File: config.mk
export PLATFORM = sky130hd
export DESIGN_NAME = seq_restoring_divider
export DESIGN_NICKNAME = d
export VERILOG_FILES = /design/src/rtl/seq_restoring_divider.sv
export SDC_FILE = /design/constraint.sdc
export NUM_CORES = 1
export LEC_CHECK = 0
export ABC_AREA = 1
export BUFFER_PORTS_ARGS = -buffer_cell sky130_fd_sc_hd__buf_4
export CORE_ASPECT_RATIO = 1.75
export CORE_MARGIN = 4
export CORE_UTILIZATION = 53
export CTS_BUF_LIST = sky130_fd_sc_hd__clkbuf_4 sky130_fd_sc_hd__clkbuf_8
export DETAILED_ROUTE_END_ITERATION = 12
export GPL_TIMING_DRIVEN = 1
export PLACE_DENSITY = 0.76
export SYNTH_ARGS = -nofsm -noshare
export SYNTH_HDL_FRONTEND = slang
export SYNTH_SLANG_ARGS = --single-unit
File: constraint.sdc
create_clock -name clk -period 5.1 [get_ports clk]
set_input_delay 0.51 -clock clk [delete_from_list [all_inputs] [get_ports clk]]
set_output_delay 0.51 -clock clk [all_outputs]
set_load 0.02 [all_outputs]
File: src/rtl/seq_restoring_divider.sv
// rtl/seq_restoring_divider.sv - multi-cycle unsigned restoring divider, one quotient bit per clock

module seq_restoring_divider #(
  parameter int WIDTH = 4
) (
  input  logic             clk,
  input  logic             rst_n,
  input  logic             start,
  input  logic [WIDTH-1:0] dividend,
  input  logic [WIDTH-1:0] divisor,
  output logic             busy,
  output logic             done,
  output logic [WIDTH-1:0] quotient,
  output logic [WIDTH-1:0] remainder,
  output logic             div_by_zero
);

  localparam logic [0:0] S_IDLE = 1'b0;
  localparam logic [0:0] S_RUN  = 1'b1;

  localparam int CW = $clog2(WIDTH) + 1;
  localparam logic [CW-1:0] LAST_ITER = CW'(WIDTH - 1);

  logic [0:0]       r_state;
  logic [CW-1:0]    r_cnt;
  logic [WIDTH-1:0] r_rem;
  logic [WIDTH-1:0] r_q;
  logic [WIDTH-1:0] r_d;
  logic             r_done;
  logic [WIDTH-1:0] r_quot;
  logic [WIDTH-1:0] r_rem_out;
  logic             r_dbz;

  logic             w_carry;
  logic [WIDTH-1:0] w_rem_sh;
  logic [WIDTH:0]   w_trial;
  logic             w_fits;
  logic [WIDTH-1:0] w_rem_next;
  logic [WIDTH-1:0] w_q_next;

  // One iteration: shift {R,Q} left, trial-subtract D, keep the difference only if it did not borrow.
  // The bit shifted out of R is kept as a carry so large divisors never lose the top partial-remainder bit.
  always_comb begin
    w_carry    = r_rem[WIDTH-1];
    w_rem_sh   = {r_rem[WIDTH-2:0], r_q[WIDTH-1]};
    w_trial    = {1'b0, w_rem_sh} - {1'b0, r_d};
    w_fits     = w_carry | ~w_trial[WIDTH];
    w_rem_next = w_fits ? w_trial[WIDTH-1:0] : w_rem_sh;
    w_q_next   = {r_q[WIDTH-2:0], w_fits};
  end

  // Control FSM, working Q/R registers and the held result registers.
  always_ff @(posedge clk or negedge rst_n) begin
    if (!rst_n) begin
      r_state   <= S_IDLE;
      r_cnt     <= '0;
      r_rem     <= '0;
      r_q       <= '0;
      r_d       <= '0;
      r_done    <= 1'b0;
      r_quot    <= '0;
      r_rem_out <= '0;
      r_dbz     <= 1'b0;
    end else begin
      r_done <= 1'b0;
      case (r_state)
        S_IDLE: begin
          if (start) begin
            if (divisor != '0) begin
              r_rem   <= '0;
              r_q     <= dividend;
              r_d     <= divisor;
              r_cnt   <= '0;
              r_dbz   <= 1'b0;
              r_state <= S_RUN;
            end else begin
              r_quot    <= '1;
              r_rem_out <= dividend;
              r_dbz     <= 1'b1;
              r_done    <= 1'b1;
            end
          end
        end
        S_RUN: begin
          r_rem <= w_rem_next;
          r_q   <= w_q_next;
          r_cnt <= r_cnt + CW'(1);
          if (r_cnt == LAST_ITER) begin
            r_quot    <= w_q_next;
            r_rem_out <= w_rem_next;
            r_done    <= 1'b1;
            r_state   <= S_IDLE;
          end
        end
        default: r_state <= S_IDLE;
      endcase
    end
  end

  assign busy        = (r_state == S_RUN);
  assign done        = r_done;
  assign quotient    = r_quot;
  assign remainder   = r_rem_out;
  assign div_by_zero = r_dbz;

endmodule

==> results of run 1 <==
-- metrics by stage --
| stage | instance area (sq um) | instances |
|---|---|---|
| CTS | 1520 | 197 |
| global placement | 1470 | 193 |
| finish | 1520 | 197 |
| global route | 1520 | 197 |
| detailed placement | 1470 | 193 |
| floorplan | 1290 | 149 |
-- Yosys cell counts --
library cell               number
sky130_fd_sc_hd__or2_0          2
sky130_fd_sc_hd__o22a_1         1
sky130_fd_sc_hd__o21ai_0        8
sky130_fd_sc_hd__a21boi_0       4
sky130_fd_sc_hd__o22ai_1        1
sky130_fd_sc_hd__buf_2          1
sky130_fd_sc_hd__nand2_2        2
sky130_fd_sc_hd__fa_1           1
sky130_fd_sc_hd__nor2_1        10
sky130_fd_sc_hd__buf_6          1
sky130_fd_sc_hd__nand3_1       15
sky130_fd_sc_hd__inv_1         18
sky130_fd_sc_hd__or2_2          2
sky130_fd_sc_hd__nand3_2        1
sky130_fd_sc_hd__o22a_2         1
sky130_fd_sc_hd__ha_1           6
sky130_fd_sc_hd__nand2_1       39
sky130_fd_sc_hd__nor2_2         1
sky130_fd_sc_hd__xor2_1         1
sky130_fd_sc_hd__o221ai_1       1
sky130_fd_sc_hd__dfrtp_1       26
sky130_fd_sc_hd__a21oi_1        3
sky130_fd_sc_hd__inv_2          1
sky130_fd_sc_hd__a31oi_1        2
sky130_fd_sc_hd__a21oi_2        1
-- power breakdown --
part           internal, mW  switching [mW]
registers             0.306          0.0597
clock network        0.0691          0.0645
logic                 0.215           0.328
-- state kept, by name, indices dropped and copies added (netlist names) --
register and cells:
done 1, busy 1, r_q 4, div_by_zero 1, remainder 4, r_rem 4
quotient 4, r_cnt 3, r_d 4
-- cell usage in the layout (no fill, tap or decap), types with 2 or more instances in the layout --
cell | Yosys | routed
sky130_fd_sc_hd__nor2_1 | 10 | 10
sky130_fd_sc_hd__or2_2 | 2 | 2
sky130_fd_sc_hd__a31oi_1 | 2 | 2
sky130_fd_sc_hd__clkbuf_8 | 0 | 4
sky130_fd_sc_hd__nand2_2 | 2 | 2
sky130_fd_sc_hd__inv_1 | 18 | 18
sky130_fd_sc_hd__dfrtp_1 | 26 | 26
sky130_fd_sc_hd__a21boi_0 | 4 | 4
sky130_fd_sc_hd__a21oi_1 | 3 | 3
sky130_fd_sc_hd__nand3_1 | 15 | 15
sky130_fd_sc_hd__o21ai_0 | 8 | 8
sky130_fd_sc_hd__ha_1 | 6 | 6
sky130_fd_sc_hd__buf_4 | 0 | 21
sky130_fd_sc_hd__nand2_1 | 39 | 39
sky130_fd_sc_hd__or2_0 | 2 | 2
-- layer usage --
layer | wire (microns) | part of all wire, % | GRT usage [%]
met1 | 1040 | 39 | 19.7
met4 | 92 | 3.4 | 8.14
met3 | 141 | 5.3 | 2.21
met5 | 0 | 0 | 0
met2 | 1400 | 52 | 33.4
-- worst register-to-register path: stages, from the launching register on --
cell and delay [ns]:
sky130_fd_sc_hd__dfrtp_1 0.39, sky130_fd_sc_hd__inv_1 0.08, sky130_fd_sc_hd__ha_1 0.14, sky130_fd_sc_hd__inv_1 0.06, sky130_fd_sc_hd__fa_1 0.40, sky130_fd_sc_hd__nand2_1 0.09
sky130_fd_sc_hd__nand2_1 0.05, sky130_fd_sc_hd__nand2_1 0.08, sky130_fd_sc_hd__nand2_1 0.05, sky130_fd_sc_hd__nor2_1 0.27, sky130_fd_sc_hd__nand2_1 0.14, sky130_fd_sc_hd__nand3_1 0.12
sky130_fd_sc_hd__nand2_1 0.05, sky130_fd_sc_hd__inv_1 0.05
-- worst max path at each step --
| stage | from | end | slack [ns] |
|---|---|---|---|
| 5_1_grt | r_q[3] | remainder[3] | 2.89 |
| 2_1_floorplan | r_q[3] | remainder[0] | 3.37 |
| 3_3_place_gp | r_q[3] | remainder[2] | 3.24 |
| 3_5_place_dp | r_q[3] | remainder[3] | 3.16 |
| 4_1_cts | r_q[3] | remainder[2] | 3.09 |
| 6_report | r_q[3] | remainder[2] | 3.09 |
-- cells by family after synthesis --
logic type                 count (synthesis)
xor gates and xnor gates                   1
buffers and inverters                     21
adders and majority gates                  7
AOI/OAI and AO/OA                         22
DFF                                       26
and+or+nand+nor                           72
-- area by class of cell --
type	instances	area [sq um]	share of cell area (%)
multi-input cells	102	557	36.6
clock buffers	4	55.1	3.62
repair buffers	21	158	10.4
well taps	25	31.3	2.05
inverters	19	71.3	4.68
flip-flops and latches	26	651	42.7
==> results by group, run 1 <==
Run status
  • Status: finished, final reports clean

Setup path
  • Cell breakdown of the critical path: inv_1, ha_1, inv_1, fa_1, nand2_1, nand2_1, nand2_1, nand2_1, nor2_1, nand2_1, nand3_1, nand2_1, inv_1
  • Crit start category: flop
  • Crit. End Element: flop
  • Depth of the worst register-to-register path: 13
  • CP dominant cell by count: sky130_fd_sc_hd__nand2_1
  • Cell family contributing the most delay on the critical path: simple AND/OR/NAND/NOR gates
  • WP data arrival: roughly 2.2 ns
  • Capture instance of the worst register-to-register path: remainder[2]
  • Largest fanout on the critical path: 5
  • Worst path depth: 13
  • Internal reg-to-reg setup slack: 3.09 ns
  • Critical Path RT: 5.32 ns
  • Startpoint-to-endpoint class of the critical path: flop to flop
  • Total buffers and inverters traversed by the critical path: 3
  • Standard cell with the maximum stage delay on the critical path: sky130_fd_sc_hd__fa_1
  • R2R Path Start: r_q[3]
  • Crit path largest cell delay: 0.40 ns

Min path
  • HP Class: primary input to async pin

Timing
  • Final Hold Viols: 0
  • RSZ-0062 raised after global routing: no
  • Ratio of final minimum period to clock period: 39.4%
  • Post-Route Setup TNS: 0 ns
  • Upper clock frequency limit: approximately 0.50 GHz
  • Post-Route Hold Slack: approximately 0.12 ns
  • Post-layout min period: 2.01 ns
  • Final setup violation count: 0
  • Fin Clk Skew: 0.00438 ns
  • Crit path setup slack, layout: about 3 ns
  • Relative slew slack: 78.2%
  • Actual slew at the worst max-slew pin: around 0.33 ns
  • Final Slew Violations: 0

Floorplanning
  • Initial Util: 56.3%
  • Total Die Area: 3330 sq um
  • Number of I/O pins: 22
  • Die Span Y: 73.4 microns
  • Row count: 23
  • Die boundary width: approximately 45 microns
  • Placeable core area: 2300 sq um

Layout
  • Number of diodes added for antenna fixing: 0
  • Net count of the finished layout: 191
  • Layout-stage area growth over the synthesis result: 17.6%
  • Ratio of cells with drive above 1 in the final layout: 19.8%
  • Post-layout util: 66.1%
  • Number of fillers in the final layout: ~200

Placement
  • Number of port buffers: 21
  • Minimum setup slack after placement: 3.16 ns
  • Global placer's final weighted congestion: 0.800
  • Post-DP HPWL: between 2 and 2.5 mm

Route
  • Final routed wirelength across all metal layers: 2.67 mm
  • Post-detailed-route DRC marker count: 0
  • Post-detailed-route via-to-cell ratio: 5.37
  • Final ANT Viol Nets: 0
  • Number of design-rule violations left by the first detailed-router iteration: 30
  • Detailed-route wire length per cell: 13.5 microns
  • Detailed-route via count: 1058
  • DRT Pass-1 Iters: 4

Synth
  • Number of unique standard cell types used by synthesis: 25
  • Post-Synth Adder-Cell Area: 7.34%
  • Leading area contributor after synthesis: sky130_fd_sc_hd__dfrtp_1
  • Mux cell area share after synthesis: 0%
  • Post-synthesis instance area: 1290 sq um
  • Post-synthesis share of cell area spent on xor and xnor gates: 0.676%
  • Dominant cells by area after synthesis: sky130_fd_sc_hd__dfrtp_1 (50%), sky130_fd_sc_hd__nand2_1 (11%), sky130_fd_sc_hd__ha_1 (5.8%)
  • Net count after synthesis: 167
  • Synthesized area divided by synthesized cell count: slightly below 9 sq um
  • Compound-Gate Fraction of Synth Area: about 11%
  • Number of warnings printed during yosys synthesis: 0
  • Flip-flop and latch count after synthesis: 26
  • Post-synthesis sequential area ratio: 50.2%
  • Simple-Gate Fraction of Synth Area: 24.2%
  • Top cell type's share of synthesized area: 50.2%
  • Cell count after synthesis: approximately 150
  • Main combinational cell family by area after synthesis: simple AND/OR/NAND/NOR gates

Clock network
  • Gates resized, CTS repair: 0
  • Clock-pin slew on the worst setup and hold paths: approximately 0.090 ns
  • Quantity of hold-fixing buffers added after cts: 0
  • Number of post-CTS setup repair buffers: 0
  • Cell chosen for the clock root: sky130_fd_sc_hd__clkbuf_8
  • TritonCTS clock tree: done
  • Clock tree sinks: 26
  • H-tree depth: 1
  • Skew-Pair Late Insertion Delay: 0.27 ns
  • Max clock buf depth: 2
  • Num CTS Buffers: 3

Job
  • Max-cap check violation count: 0

Power
  • Overall power of the completed layout: 1.04 mW
  • Pwr/cell area: 685 nW/um^2
  • Maximum vdd drop: 0.308 mV
  • Leak Pwr: 0.787 nW

Global route
  • Pin count of the biggest net entering global routing: 27
  • Initial antenna violation count: 0
  • First-pass GRT wire length: roughly 4.5 mm
  • Global-route usage over all layers: a little under a fifth
  • Vias in the first global route: ~1.1k
  • GRT overflow: 0
(Power assumes the default switching activity.)
==> run 2: changes to the inputs <==
--- a/config.mk
+++ b/config.mk
@@ -5,7 +5,7 @@
 export SDC_FILE = /design/constraint.sdc
 export NUM_CORES = 1
 export LEC_CHECK = 0
-export ABC_AREA = 1
+export ABC_AREA = 0
 export BUFFER_PORTS_ARGS = -buffer_cell sky130_fd_sc_hd__buf_4
 export CORE_ASPECT_RATIO = 1.75
 export CORE_MARGIN = 4
==> constraint.sdc (replaced) <==
create_clock -name clk -period 2 [get_ports clk]
set_input_delay 0.2 -clock clk [delete_from_list [all_inputs] [get_ports clk]]
set_output_delay 0.2 -clock clk [all_outputs]
set_load 0.02 [all_outputs]
==> run 2 against run 1 <==
The flow now finishes with violations (negative setup slack); area after synthesis rose by 1.9%; clock-buffer cell count did not move; synthesized cell count decreased by 14%; global-route usage grew 1.9 points; first-iteration DRC count shrank 43%; worst setup slack lost 3.1 ns; register-to-register slack worse by 3.1 ns; sequential power rose to 2.6 times the previous value; largest power group unchanged.
==> results by group, run 2 <==
Run status
  • Status: finished, violations left
  • Violated checks: negative setup slack

Setup path
  • Critical Path RT: 2.21 ns
  • Internal reg-to-reg setup slack: -0.03 ns
  • WP data arrival: between 2 and 2.5 ns
  • R2R Path Start: r_q[3]
  • Capture instance of the worst register-to-register path: remainder[2]
  • Startpoint-to-endpoint class of the critical path: flop to flop
  • Crit. End Element: flop
  • Startpoint of the worst setup timing path: r_q[3]
  • Largest fanout on the critical path: 4
  • Capture point of the worst path: remainder[2]
  • Crit start category: flop
  • Depth of the worst register-to-register path: 8

Min path
  • HP Class: primary input to flop
  • Hold Path Depth: 3

Route
  • Post-detailed-route DRC marker count: 0
  • Final routed wirelength across all metal layers: 3.01 mm
  • Detailed-route via count: 1047
  • DRT Pass-1 Iters: 4
  • Detailed-route wire length per cell: roughly 16 microns
  • Final ANT Viol Nets: 0
  • Post-detailed-route via-to-cell ratio: 5.69
  • Number of design-rule violations left by the first detailed-router iteration: 17

Floorplanning
  • Die boundary width: 45.7 microns
  • Number of I/O pins: 22
  • Row count: 23
  • Total Die Area: between 3000 and 4000 sq um
  • Initial Util: between 50% and 60%
  • Placeable core area: 2330 sq um
  • Die Span Y: 74.0 microns

Timing
  • RSZ-0062 raised after global routing: yes
  • Final setup violation count: 4
  • Ratio of final minimum period to clock period: 101%
  • Upper clock frequency limit: just under 0.5 GHz
  • Actual slew at the worst max-slew pin: 0.467 ns
  • Crit path setup slack, layout: -0.0299 ns
  • Relative slew slack: approximately 69%
  • Final Hold Viols: 0
  • Final Slew Violations: 0
  • Fin Clk Skew: 0.00154 ns
  • Post-layout min period: 2.03 ns

Global route
  • Global-route usage over all layers: around 20%
  • First-pass GRT wire length: 5.01 mm
  • Pin count of the biggest net entering global routing: 27
  • Initial antenna violation count: 0
  • GRT overflow: 0
  • Vias in the first global route: 1091

Synth
  • Number of synthesized flops with an enable pin: 0
  • Flip-flop and latch count after synthesis: 26
  • Dominant cells by area after synthesis: sky130_fd_sc_hd__dfrtp_1 (49%), sky130_fd_sc_hd__ha_1 (5.7%), sky130_fd_sc_hd__o21ai_0 (4.2%)
  • Top cell type's share of synthesized area: 49.3%
  • Synthesized area divided by synthesized cell count: 10.3 sq um
  • Fraction of synthesis flops using an asynchronous set or reset pin: 100%
  • Commonest register cell after synthesis: sky130_fd_sc_hd__dfrtp_1
  • Number of warnings printed during yosys synthesis: 0
  • Net count after synthesis: 146
  • Cell count after synthesis: 128
  • Post-synthesis sequential area ratio: 49.3%
  • Commonest cells post-synth: sky130_fd_sc_hd__dfrtp_1 (26), sky130_fd_sc_hd__nand2_1 (12), sky130_fd_sc_hd__inv_1 (11), sky130_fd_sc_hd__o21ai_0 (11), sky130_fd_sc_hd__nor2_1 (9)
  • Post-synthesis instance area: 1320 sq um
  • Number of unique standard cell types used by synthesis: 37
  • Most used standard cell by instance count after synthesis: sky130_fd_sc_hd__dfrtp_1
  • Leading area contributor after synthesis: sky130_fd_sc_hd__dfrtp_1

Clock network
  • Clock tree sinks: 26
  • TritonCTS clock tree: done
  • Num CTS Buffers: 3
  • Clock-pin slew on the worst setup and hold paths: 0.09 ns
  • H-tree depth: 1
  • Cell chosen for the clock root: sky130_fd_sc_hd__clkbuf_8
  • Max clock buf depth: 2
  • Skew-Pair Late Insertion Delay: 0.26 ns

Layout
  • Ratio of cells with drive above 1 in the final layout: a little under a third
  • Most frequent cells in the layout: sky130_fd_sc_hd__buf_4 (30), sky130_fd_sc_hd__dfrtp_1 (26), sky130_fd_sc_hd__nand2_1 (12)
  • Layout-stage area growth over the synthesis result: 24.0%
  • Fin cells: 184
  • Number of diodes added for antenna fixing: 0
  • Net count of the finished layout: about 180
  • Commonest non-fill, non-tap cell in the layout: sky130_fd_sc_hd__buf_4

Placement
  • Post-DP HPWL: 2.25 mm
  • Number of port buffers: 21
  • Global placer's final weighted congestion: 0.836
  • Count of placed standard cells including taps: 178

Power
  • Leak Pwr: ~0.77 nW
  • Pwr/cell area: between 1500 and 2000 nW/um^2
  • Overall power of the completed layout: approximately 3 mW
  • Maximum vdd drop: 1.28 mV

Job
  • Max-cap check violation count: 0
## run 2: cell types whose count changed in the layout (fill, tap and decap cells not counted), moves of 3 or more
cell / previous run / this run
sky130_fd_sc_hd__nand2_1: 39 / 12
sky130_fd_sc_hd__nand3_1: 15 / 3
sky130_fd_sc_hd__buf_4: 21 / 30
sky130_fd_sc_hd__inv_1: 18 / 9
sky130_fd_sc_hd__a21boi_0: 4 / 0
sky130_fd_sc_hd__a21o_1: 0 / 4
sky130_fd_sc_hd__a21oi_1: 3 / 7
sky130_fd_sc_hd__mux2i_1: 0 / 4
sky130_fd_sc_hd__a211oi_1: 0 / 3
## run 2: how the worst min path moves through the flow
stage | startpoint | to | slack, ns
after CTS | divisor[3] | r_d[3] | 0.16
after floorplan | rst_n | busy | -0.1
after global placement | rst_n | quotient[1] | 0.12
after detailed placement | rst_n | quotient[1] | 0.13
final | divisor[2] | r_d[2] | 0.16
after global routing | divisor[3] | r_d[3] | 0.17
## run 2: final cells by class
cell class                      instances  area [sq um]
Timing Repair Buffer                   31           235
Clock buffer                            4          55.1
Fill cell                             171           694
Tap cell                               25          31.3
Inverter                               12          45.0
Sequential cell                        26           651
Multi-Input combinational cell         86           619
## run 2: through the flow
| stage | TNS, ns | util (%) | instance area (sq um) | hold slack [ns] | setup slack (ns) |
|---|---|---|---|---|---|
| after floorplan | 0 | - | 1330 | -0.0956 | 0.00724 |
| after global placement | -0.0987 | 66.5 | 1550 | 0.119 | -0.0420 |
| after detailed placement | -0.603 | 66.5 | 1550 | 0.128 | -0.127 |
| after CTS | -0.372 | 69.9 | 1630 | 0.157 | -0.0929 |
| after global routing | -0.626 | 70.2 | 1640 | 0.167 | -0.126 |
| final | -0.0527 | 70.2 | 1640 | 0.160 | -0.0299 |
## run 2: cells by family (layout without fill, tap and decap cells)
| kind of cell | after synthesis | after routing | synth area share (%) |
|---|---|---|---|
| buf+inv | 16 | 47 | 5.50 |
| fa+ha+maj | 7 | 7 | 7.20 |
| compound gates | 40 | 40 | 21.0 |
| flops | 26 | 26 | 49.3 |
| simple gates | 32 | 32 | 11.6 |
| mux | 6 | 6 | 4.74 |
| xor+xnor | 1 | 1 | 0.664 |
## run 2: power by group
group / switching, mW / total, mW / internal (mW)
combinational: 0.905 / 1.69 / 0.783
clock: 0.157 / 0.333 / 0.176
sequential: 0.164 / 0.941 / 0.777
## run 2: critical path: stages, from the launching register on
cell and delay [ns]:
sky130_fd_sc_hd__dfrtp_1 0.40, sky130_fd_sc_hd__inv_2 0.08, sky130_fd_sc_hd__ha_4 0.13, sky130_fd_sc_hd__inv_2 0.04, sky130_fd_sc_hd__fa_2 0.33, sky130_fd_sc_hd__a21o_1 0.21
sky130_fd_sc_hd__a211oi_4 0.34, sky130_fd_sc_hd__mux2i_1 0.30, sky130_fd_sc_hd__o22a_1 0.15
## run 2: repair_timing
action                     4_1_cts  5_1_grt
hold buffers                     1        0
setup endpoints to repair       10       10
buffers inserted                 0        1
hold endpoints to repair        26        0
gates resized for setup          7        0
pin swaps                        8        4
## run 2: routing by layer
layer  vias up  track usage (%)  wire length [microns]
li1        507                -                      -
met1       514             23.9                   1150
met2        20             36.4                   1740
met3         6             3.15                     60
met4         0             5.06                     53
met5         -                0                      0
==> run 3: changes to the inputs <==
--- a/config.mk
+++ b/config.mk
@@ -5,7 +5,6 @@
 export SDC_FILE = /design/constraint.sdc
 export NUM_CORES = 1
 export LEC_CHECK = 0
-export ABC_AREA = 0
 export BUFFER_PORTS_ARGS = -buffer_cell sky130_fd_sc_hd__buf_4
 export CORE_ASPECT_RATIO = 1.75
 export CORE_MARGIN = 4
@@ -14,6 +13,7 @@
 export DETAILED_ROUTE_END_ITERATION = 12
 export GPL_TIMING_DRIVEN = 1
 export PLACE_DENSITY = 0.76
+export SETUP_SLACK_MARGIN = 0.1
 export SYNTH_ARGS = -nofsm -noshare
 export SYNTH_HDL_FRONTEND = slang
 export SYNTH_SLANG_ARGS = --single-unit
==> constraint.sdc (replaced) <==
create_clock -name clk -period 2 [get_ports clk]
set_input_delay 0.3 -clock clk [delete_from_list [all_inputs] [get_ports clk]]
set_output_delay 0.3 -clock clk [all_outputs]
set_load 0.02 [all_outputs]
==> run 3 against run 2 <==
The run still ends with negative setup slack left; worst setup slack got worse by 0.018 ns; first-iteration DRC count is 12% lower; clock skew up 0.0086 ns; utilization grew 1.6 points; sequential power is 1% higher; worst hold slack gained 0.093 ns; final cell count up 0.54%; die area stayed put; critical endpoint is now r_rem[1]; largest cell class unchanged; largest power group unchanged.
==> results by group, run 3 (synthesis gave the netlist of run 2 again) <==
Global route
  • Vias in the first global route: between 1k and 1.5k
  • First-pass GRT wire length: 5.01 mm
  • GRT overflow: 0
  • Global-route usage over all layers: roughly a fifth
  • Pin count of the biggest net entering global routing: 27
  • Initial antenna violation count: 0

Min path
  • HP Class: primary input to flop

Route
  • Post-detailed-route via-to-cell ratio: 5.72
  • Post-detailed-route DRC marker count: 0
  • DRT Pass-1 Iters: 4
  • Final routed wirelength across all metal layers: 3.08 mm
  • Detailed-route via count: 1058
  • Final ANT Viol Nets: 0
  • Detailed-route wire length per cell: about 17 microns
  • Number of design-rule violations left by the first detailed-router iteration: 15

Layout
  • Fin cells: about 190
  • Post-layout util: 71.8%
  • Net count of the finished layout: 179
  • Number of fillers in the final layout: ~170
  • Most frequent cells in the layout: sky130_fd_sc_hd__buf_4 (29), sky130_fd_sc_hd__dfrtp_1 (26), sky130_fd_sc_hd__nand2_1 (12)
  • Number of diodes added for antenna fixing: 0
  • Layout-stage area growth over the synthesis result: 26.7%
  • Final cell area excluding filler cells: 1670 sq um
  • Ratio of cells with drive above 1 in the final layout: 33.1%
  • Commonest non-fill, non-tap cell in the layout: sky130_fd_sc_hd__buf_4

Power
  • Switching power as a share of total power: 41.5%
  • Overall power of the completed layout: roughly 3.2 mW
  • Maximum vdd drop: 0.956 mV
  • Clock Power Share: roughly a tenth
  • Combinational share of power: 59.3%
  • Leak Pwr: 0.775 nW
  • Pwr/cell area: approximately 1900 nW/um^2
  • Switching power: roughly 1.3 mW
  • Part of the power in registers: 30.1%
  • Internal Pwr Total: 1.85 mW

Timing
  • Upper clock frequency limit: 0.488 GHz
  • Actual slew at the worst max-slew pin: 0.441 ns
  • Crit path setup slack, layout: -0.0475 ns
  • Post-Route Setup TNS: -0.191 ns
  • Post-layout min period: 2.05 ns
  • Final setup violation count: 5
  • RSZ-0062 raised after global routing: yes
  • Post-Route Hold Slack: around 0.25 ns
  • Fin Clk Skew: ~0.010 ns
  • Relative slew slack: 70.5%
  • Final Slew Violations: 0
  • Final Hold Viols: 0
  • Ratio of final minimum period to clock period: 102%

Clock network
  • Clock tree sinks: 26
  • Clock-pin slew on the worst setup and hold paths: 0.09 ns
  • H-tree depth: 1
  • Num CTS Buffers: 3
  • Max clock buf depth: 2
  • TritonCTS clock tree: done
  • Cell chosen for the clock root: sky130_fd_sc_hd__clkbuf_8
  • Skew-Pair Late Insertion Delay: 0.27 ns

Floorplanning
  • Number of I/O pins: 22
  • Placeable core area: 2330 sq um
  • Total Die Area: 3380 sq um
  • Die Span Y: 74.0 microns
  • Die boundary width: ~46 microns
  • Row count: 23
  • Initial Util: 56.6%

Setup path
  • Total buffers and inverters traversed by the critical path: 3
  • Cell family contributing the most delay on the critical path: compound AO/OA/AOI/OAI gates
  • Largest fanout on the critical path: 4
  • Crit. End Element: flop
  • Crit path largest cell delay: 0.38 ns
  • Standard cell with the maximum stage delay on the critical path: sky130_fd_sc_hd__dfrtp_1
  • WP data arrival: 2.20 ns
  • Startpoint-to-endpoint class of the critical path: flop to flop
  • Critical Path RT: 2.15 ns
  • Crit start category: flop
  • Cell breakdown of the critical path: inv_1, ha_2, inv_2, fa_2, a21o_1, a211oi_4, buf_6, mux2i_2, o21ai_1

Placement
  • Global placer's final weighted congestion: 0.853
  • Number of port buffers: 21
  • Cell area after placement: 1540 sq um
  • Post-DP HPWL: 2.25 mm
  • Minimum setup slack after placement: -0.0544 ns
  • Count of placed standard cells including taps: 176

Run status
  • Violated checks: negative setup slack
  • Status: finished, violations left

Job
  • Max-cap check violation count: 0
[run 3: path summary, 6_finish.rpt]
check                             from           to  slack, ns  cells past startpoint
min in group asynchronous        rst_n     r_cnt[0]       0.46                      2
hold / removal              divisor[3]       r_d[3]       0.25                      3
max in group asynchronous        rst_n         done       1.27                      2
setup reg to reg                r_q[3]     r_rem[1]      -0.05                      9
setup / recovery                r_q[3]     r_rem[1]      -0.05                      9
hold reg to reg            div_by_zero  div_by_zero       0.50                      2
[run 3: power by group through the flow]
stage	Clock, mW	Combinational, mW	Sequential (mW)
after floorplan	0	1.01	1.04
after global placement	0	1.51	0.946
after detailed placement	0	1.59	0.961
after CTS	0.343	1.70	0.953
after global routing	0.357	2.07	0.981
final	0.335	1.88	0.954
[run 3: layout make-up]
cell class	count	area, sq um	area share, %
clock buffer	4	55.1	3.29
inverter	12	45.0	2.69
multi-input combinational	86	641	38.3
sequential	26	651	38.9
tap	25	31.3	1.87
timing repair buffer	32	250	15.0
[run 3: metal layers]
metal	vias to the layer above	global-route usage, %	part of all wire [%]
li1	512	-	-
met1	527	23.9	39
met2	14	35.0	58
met3	5	2.91	2.0
met4	0	6.65	1.4
met5	-	0	0
[run 3: repair_timing]
action / CTS / global route
pin swaps: 4 / 1
buffers inserted: 2 / 2
endpoints found under the hold margin: 26 / 0
hold buffers: 1 / 0
resized for setup: 6 / 6
setup endpoints to repair: 10 / 10
[run 3: worst min-delay path, stage by stage]
cell and delay (ns):
sky130_fd_sc_hd__buf_4 0.09, sky130_fd_sc_hd__nand2_1 0.04, sky130_fd_sc_hd__o21ai_0 0.06
